$ cat src/rtl/instr_bus_arbiter.sv
// Instruction-fetch bus arbiter: N masters onto one slave, with in-order response routing via an ID FIFO.
// Define INSTR_BUS_ARB_ROUND_ROBIN_EN for round-robin arbitration; the default is fixed priority.
module instr_bus_arbiter #(
   parameter int NUM_MASTERS     = 2,
   parameter int ADDR_WIDTH      = 32,
   parameter int MAX_OUTSTANDING = 2
) (
   input  logic                              clk,
   input  logic                              rst,
   input  logic [NUM_MASTERS-1:0]            m_req,
   input  logic [NUM_MASTERS*ADDR_WIDTH-1:0] m_addr,
   output logic [NUM_MASTERS-1:0]            m_gnt,
   output logic [NUM_MASTERS-1:0]            m_rvalid,
   output logic [31:0]                       m_rdata,
   output logic [6:0]                        m_rdata_intg,
   output logic                              m_err,
   output logic                              s_req,
   output logic [ADDR_WIDTH-1:0]             s_addr,
   input  logic                              s_gnt,
   input  logic                              s_rvalid,
   input  logic                              s_err,
   input  logic [31:0]                       s_rdata,
   input  logic [6:0]                        s_rdata_intg,
   output logic                              spurious_rsp
);

   localparam int IDW = $clog2(NUM_MASTERS);
   localparam int PW  = (MAX_OUTSTANDING > 1) ? $clog2(MAX_OUTSTANDING) : 1;
   localparam int CW  = $clog2(MAX_OUTSTANDING + 1);

   logic [CW-1:0]          count_r;
   logic [PW-1:0]          wr_ptr_r;
   logic [PW-1:0]          rd_ptr_r;
   logic [IDW-1:0]         fifo_r [MAX_OUTSTANDING];
   logic                   lock_r;
   logic [IDW-1:0]         lock_id_r;
   logic                   spurious_r;
   logic [IDW-1:0]         ptr_s;
   logic                   full_s;
   logic [NUM_MASTERS-1:0] eligible_s;
   logic                   found_s;
   logic [IDW-1:0]         arb_id_s;
   logic [IDW-1:0]         sel_s;
   logic                   hs_s;
   logic                   rsp_s;
   logic [IDW-1:0]         head_id_s;

   function automatic logic [PW-1:0] fifo_ptr_inc(input logic [PW-1:0] p);
      if (p == PW'(MAX_OUTSTANDING - 1)) begin
         return {PW{1'b0}};
      end else begin
         return p + PW'(1);
      end
   endfunction

   function automatic logic [IDW-1:0] master_inc(input logic [IDW-1:0] id);
      if (id == IDW'(NUM_MASTERS - 1)) begin
         return {IDW{1'b0}};
      end else begin
         return id + IDW'(1);
      end
   endfunction

   assign full_s     = (count_r == CW'(MAX_OUTSTANDING));
   assign eligible_s = full_s ? {NUM_MASTERS{1'b0}} : m_req;
   assign sel_s      = lock_r ? lock_id_r : arb_id_s;
   assign s_req      = ~rst & (lock_r | (|eligible_s));
   assign s_addr     = m_addr[sel_s*ADDR_WIDTH +: ADDR_WIDTH];
   assign hs_s       = s_req & s_gnt;
   assign rsp_s      = s_rvalid & (count_r != {CW{1'b0}});
   assign head_id_s  = fifo_r[rd_ptr_r];

   assign m_rdata      = s_rdata;
   assign m_rdata_intg = s_rdata_intg;
   assign m_err        = s_err;
   assign spurious_rsp = spurious_r;

`ifdef INSTR_BUS_ARB_ROUND_ROBIN_EN
   logic [IDW-1:0] rr_ptr_r;

   // Round-robin pointer: moves past the master that just completed a handshake.
   always_ff @(posedge clk or posedge rst) begin
      if (rst) begin
         rr_ptr_r <= {IDW{1'b0}};
      end else if (hs_s) begin
         rr_ptr_r <= master_inc(sel_s);
      end else begin
         rr_ptr_r <= rr_ptr_r;
      end
   end

   assign ptr_s = rr_ptr_r;
`else
   assign ptr_s = {IDW{1'b0}};
`endif

   // Search eligible masters starting at ptr_s; a zero start gives lowest-index priority.
   always_comb begin
      found_s  = 1'b0;
      arb_id_s = {IDW{1'b0}};
      for (int k = 0; k < NUM_MASTERS; k++) begin
         int idx_s;
         idx_s = int'(ptr_s) + k;
         if (idx_s >= NUM_MASTERS) begin
            idx_s = idx_s - NUM_MASTERS;
         end else begin
            idx_s = idx_s;
         end
         if (!found_s && eligible_s[idx_s]) begin
            found_s  = 1'b1;
            arb_id_s = IDW'(idx_s);
         end else begin
            found_s  = found_s;
         end
      end
   end

   // Decode grant and response-routing one-hots.
   always_comb begin
      m_gnt    = {NUM_MASTERS{1'b0}};
      m_rvalid = {NUM_MASTERS{1'b0}};
      for (int i = 0; i < NUM_MASTERS; i++) begin
         m_gnt[i]    = hs_s & (sel_s == IDW'(i));
         m_rvalid[i] = rsp_s & (head_id_s == IDW'(i));
      end
   end

   // ID FIFO, outstanding count, address lock and spurious-response flag.
   always_ff @(posedge clk or posedge rst) begin
      if (rst) begin
         count_r    <= {CW{1'b0}};
         wr_ptr_r   <= {PW{1'b0}};
         rd_ptr_r   <= {PW{1'b0}};
         lock_r     <= 1'b0;
         lock_id_r  <= {IDW{1'b0}};
         spurious_r <= 1'b0;
         for (int j = 0; j < MAX_OUTSTANDING; j++) begin
            fifo_r[j] <= {IDW{1'b0}};
         end
      end else begin
         if (hs_s) begin
            fifo_r[wr_ptr_r] <= sel_s;
            wr_ptr_r         <= fifo_ptr_inc(wr_ptr_r);
         end else begin
            wr_ptr_r         <= wr_ptr_r;
         end
         if (rsp_s) begin
            rd_ptr_r <= fifo_ptr_inc(rd_ptr_r);
         end else begin
            rd_ptr_r <= rd_ptr_r;
         end
         case ({hs_s, rsp_s})
            2'b10:   count_r <= count_r + CW'(1);
            2'b01:   count_r <= count_r - CW'(1);
            default: count_r <= count_r;
         endcase
         // Hold the selection while the slave stalls so s_addr cannot change mid-request.
         if (s_req && !s_gnt) begin
            lock_r    <= 1'b1;
            lock_id_r <= sel_s;
         end else if (hs_s) begin
            lock_r    <= 1'b0;
            lock_id_r <= lock_id_r;
         end else begin
            lock_r    <= lock_r;
            lock_id_r <= lock_id_r;
         end
         if (s_rvalid && (count_r == {CW{1'b0}})) begin
            spurious_r <= 1'b1;
         end else begin
            spurious_r <= spurious_r;
         end
      end
   end

endmodule

$ cat config.mk
export PLATFORM = sky130hd
export DESIGN_NAME = instr_bus_arbiter
export DESIGN_NICKNAME = d
export VERILOG_FILES = /design/src/rtl/instr_bus_arbiter.sv
export SDC_FILE = /design/constraint.sdc
export NUM_CORES = 1
export LEC_CHECK = 0
export ABC_AREA = 1
export CAP_MARGIN = 0
export CORE_UTILIZATION = 23
export DETAILED_ROUTE_END_ITERATION = 12
export PLACE_DENSITY = 0.89
export SKIP_LAST_GASP = 1
export SLEW_MARGIN = 5
export SYNTH_ARGS = -nofsm -noshare
export SYNTH_HDL_FRONTEND = slang
export SYNTH_SLANG_ARGS = --single-unit
$ cat constraint.sdc
create_clock -name clk -period 2 [get_ports clk]
set_clock_uncertainty 0.05 [all_clocks]
set_input_delay 0.2 -clock clk [delete_from_list [all_inputs] [get_ports clk]]
set_output_delay 0.2 -clock clk [all_outputs]
set_load 0.005 [all_outputs]
==> results.txt <==
----------------------------------------------------
[Run status]
  Outcome ... finished, violations left
  Violations in the final reports ... setup timing

[Final layout]
  Post-layout nets ... a little over 400
  Area of all placed cells without fillers ... 2470 um2
  Relative area change from synthesis to final layout ... 100%
  Number of antenna cells inserted ... 0
  Layout cells sized above 1 ... 13.7%

[Timing]
  Ratio of final minimum period to clock period ... 102%
  # setup viols final ... 1
  Worst-margin pin slew ... 0.300 ns
  Highest attainable clock frequency ... 489 MHz
  Final critical delay including setup and external delays ... 2.04 ns
  Slew Viols, Final ... 0
  Total count of hold-check failures in the final report ... 0
  RSZ-0062 raised after global routing ... yes
  Max_slew headroom ... 79.8%
  Setup ws final ... -0.0445 ns

[Pwr]
  Int Power ... 1200 uW
  Total power divided by cell area ... about 770 nW/um2
  Total power ... 1890 uW
  Fraction of power spent switching nets ... 36.5%
  Peak ir drop on the vdd network ... 394 uV
  Relative contribution of combinational cells to total power ... 72.3%
  Net switching power of the design ... 692 uW
  Sequential power share ... between 10% and 20%
  Part of the total power dissipated in the clock network ... between 10% and 20%
  Leakage power figure ... 0.00148 uW

[Drt]
  Vias/cell ... 4.11
  Residual antenna-violating net count after detailed routing ... 0
  Post-route DRC ... 0
  Routed wirelength normalized by instance count ... 11.8 um
  DRC violation total after the first TritonRoute iteration ... between 40 and 50
  Final wirelength ... between 4 and 5 mm
  Routed via count ... between 1000 and 1500
  Number of iterations in the first detailed-routing pass ... 4

[CTS]
  Clk_lat worst skew ... 0.23 ns
  Clock tree from TritonCTS ... built
  Max Buffers Root-to-Sink ... 2
  Clock sinks ... 9
  Total clock buffers created by CTS ... 3
  Total number of H-tree levels ... 1
  Clock-pin slew on the worst setup and hold paths ... 0.05 ns
  Master cell of the clock root buffer ... clkbuf_8

[Floorplanning]
  Floorplan die area ... around 5600 um2
  Number of I/O pins ... 188
  Core Area ... 5140 um2
  Total number of placement rows ... 26
  Die boundary width ... between 70 and 80 um
  Starting density of the core ... 24.0%
  DIE HEIGHT ... 75.2 um

[Global route]
  Antenna violations before repair ... 0
  Number of global-route vias before repair ... 1133
  Overflow left after global routing ... 0
  Pin count of the biggest net entering global routing ... 34
  Total Routing Usage GR ... 11.9%
  Wire length of the first global-routing pass ... 4.96 mm

[Worst setup path]
  Critical path data required time ... 1.75 ns
  Slowest cell on the critical path ... clkdlybuf4s50_1
  Beginning of the critical path ... lock_r
  Cells along the critical path ... nor2_2 -> nand3_2 -> nand2_8 -> buf_16 -> nand2_1 -> nand2_1 -> clkdlybuf4s50_1
  Data arrival at the endpoint of the critical path ... 1.79 ns
  Crit-path most repeated cell ... nand2_1
  Worst Reg2Reg Path Length in Cells ... 7
  Crit path capture ... s_addr[5]
  Worst reg-to-reg setup slack ... ~0.25 ns
  Category of the worst setup path launch point ... register
  Start of the worst register-to-register path ... count_r[0]
  Worst reg2reg endpoint ... count_r[1]
  Sort of element at the end of the critical path ... output pin
  Slowest Stage Delay on Critical Path ... 0.49 ns
  Critical-path maximum fanout ... 7
  Type of the setup path with the least slack ... reg2out

[Placed design]
  Placed Area ... approximately 2100 um2
  Worst-case setup slack after placement ... -0.142 ns
  Final GP Congestion ... between 0.7 and 0.8
  # port buffers ... roughly 110
  Detail Placement HPWL ... 2.86 mm

[Synth]
  Cell taking the most area after synthesis ... nand2_1
  Total nets after synthesis ... approximately 320
  Yosys synthesis warning count ... 0
  Most numerous cell in the Yosys netlist ... nand2_1
  Sequential share of the synthesized area ... 18.3%
  Number of instances in the synthesized netlist ... 204
  Commonest cells in the netlist ... nand2_1, buf_4, dfrtp_1
  Flop and latch count out of synthesis ... 9
  Average size of a mapped cell ... around 6 um2
  Post-synth top flop ... dfrtp_1
  Top cell type's share of synthesized area ... 33.5%
  Count of flip-flops with a built-in enable after synthesis ... 0
  Cell Area, Synth ... 1230 um2
  Leading cell types by total area after synthesis ... nand2_1, buf_4, dfrtp_1, buf_6, inv_1
  Post-synthesis cell type count ... 22
  Async SR Flop Fraction ... 100%

[Hold path]
  Class of the tightest hold or removal check ... in2async

[Run]
  Number of max-cap violations ... 0

----------------------------------------------------
-- power by group through the flow --
stage / clock network [uW] / registers [uW] / logic [uW]
6_report: 207 / 318 / 1370
3_5_place_dp: 0 / 322 / 1090
4_1_cts: 209 / 309 / 1240
2_1_floorplan: 0 / 306 / 598
3_3_place_gp: 0 / 316 / 1060
5_1_grt: 220 / 327 / 1520
-- repair_timing --
item	CTS	global route
buffers inserted	2	13
setup endpoints to repair	34	37
hold buffers	0	0
pin swaps	3	4
gates cloned	2	3
gates resized for setup	9	39
-- worst min-delay path by stage --
stage | cells after the start | slack, ns | from | endpoint
6_report | 2 | 0.25 | rst | fifo_r[0]
5_1_grt | 2 | 0.27 | rst | fifo_r[0]
4_1_cts | 2 | 0.25 | rst | fifo_r[0]
3_5_place_dp | 0 | 0.35 | s_rdata[0] | m_rdata[0]
3_3_place_gp | 0 | 0.35 | s_rdata[0] | m_rdata[0]
2_1_floorplan | 1 | 0.002 | rst | count_r[0]
-- state kept, by name (all words and copies together), names as in the netlist --
signal,flops
spurious_rsp,1
wr_ptr_r,1
fifo_r,2
rd_ptr_r,1
lock_id_r,1
count_r,2
lock_r,1
-- cell usage in the layout, fill, tap and decap left out --
cell type and instances:
a21oi_1 1, a21oi_4 1, buf_12 1, buf_16 2, buf_4 17, clkbuf_1 1, clkbuf_16 3, clkbuf_8 3
clkdlybuf4s50_1 73, dfrtp_1 8, dfrtp_2 1, dlygate4sd2_1 1, dlymetal6s2s_1 33, ha_1 1, inv_1 8, inv_16 1
inv_2 1, nand2_1 109, nand2_2 2, nand2_4 1, nand2_8 1, nand3_2 1, nand4_1 4, nor2_1 4
nor2_2 2, nor3b_1 1, o21ai_0 3, o21ai_1 1, o21ai_2 1, or2_2 2, xnor2_1 2, xor2_1 1
-- per-stage QoR --
| step | hold WS [ns] | TNS (ns) | utilization, % | cells |
|---|---|---|---|---|
| after global routing | 0.271 | -0.347 | 48.0 | 361 |
| final | 0.251 | -0.0445 | 48.0 | 361 |
| after global placement | 0.350 | -1.13 | 40.2 | 338 |
| after CTS | 0.251 | -2.94 | 42.9 | 346 |
| after floorplan | 0.00235 | 0 | - | 204 |
| after detailed placement | 0.350 | -2.31 | 40.2 | 338 |
-- final cells by class --
type                    instances  area, um2
clock buffers                   4       45.0
fillers                       503       2670
inverters                      10       53.8
multi-input cells             138        624
flip-flops and latches          9        226
well taps                      70       87.6
repair buffers                130       1430
-- cells by family after synthesis --
group | count (synthesis) | synth area share (%)
and+or+nand+nor | 127 | 42.0
buffers and inverters | 57 | 32.8
DFF | 9 | 18.3
AOI/OAI and AO/OA | 7 | 3.76
xor gates and xnor gates | 3 | 2.13
adders and majority gates | 1 | 1.02
-- worst max-delay path, delay by kind of cell, from the launching register on --
kind / cells / cell delay (ns)
buffers and inverters: 2 / 0.62
flip-flops: 1 / 0.41
AND/OR/NAND/NOR: 5 / 0.53
-- metal layers --
metal / vias up / part of all wire, % / track usage, %
met5: - / 0 / 0
met4: 0 / 1.7 / 5.56
met3: 10 / 9.7 / 1.74
met2: 89 / 50 / 21.4
met1: 633 / 39 / 13.8
li1: 752 / - / -
Note: power is estimated with default switching activity, not from simulation.
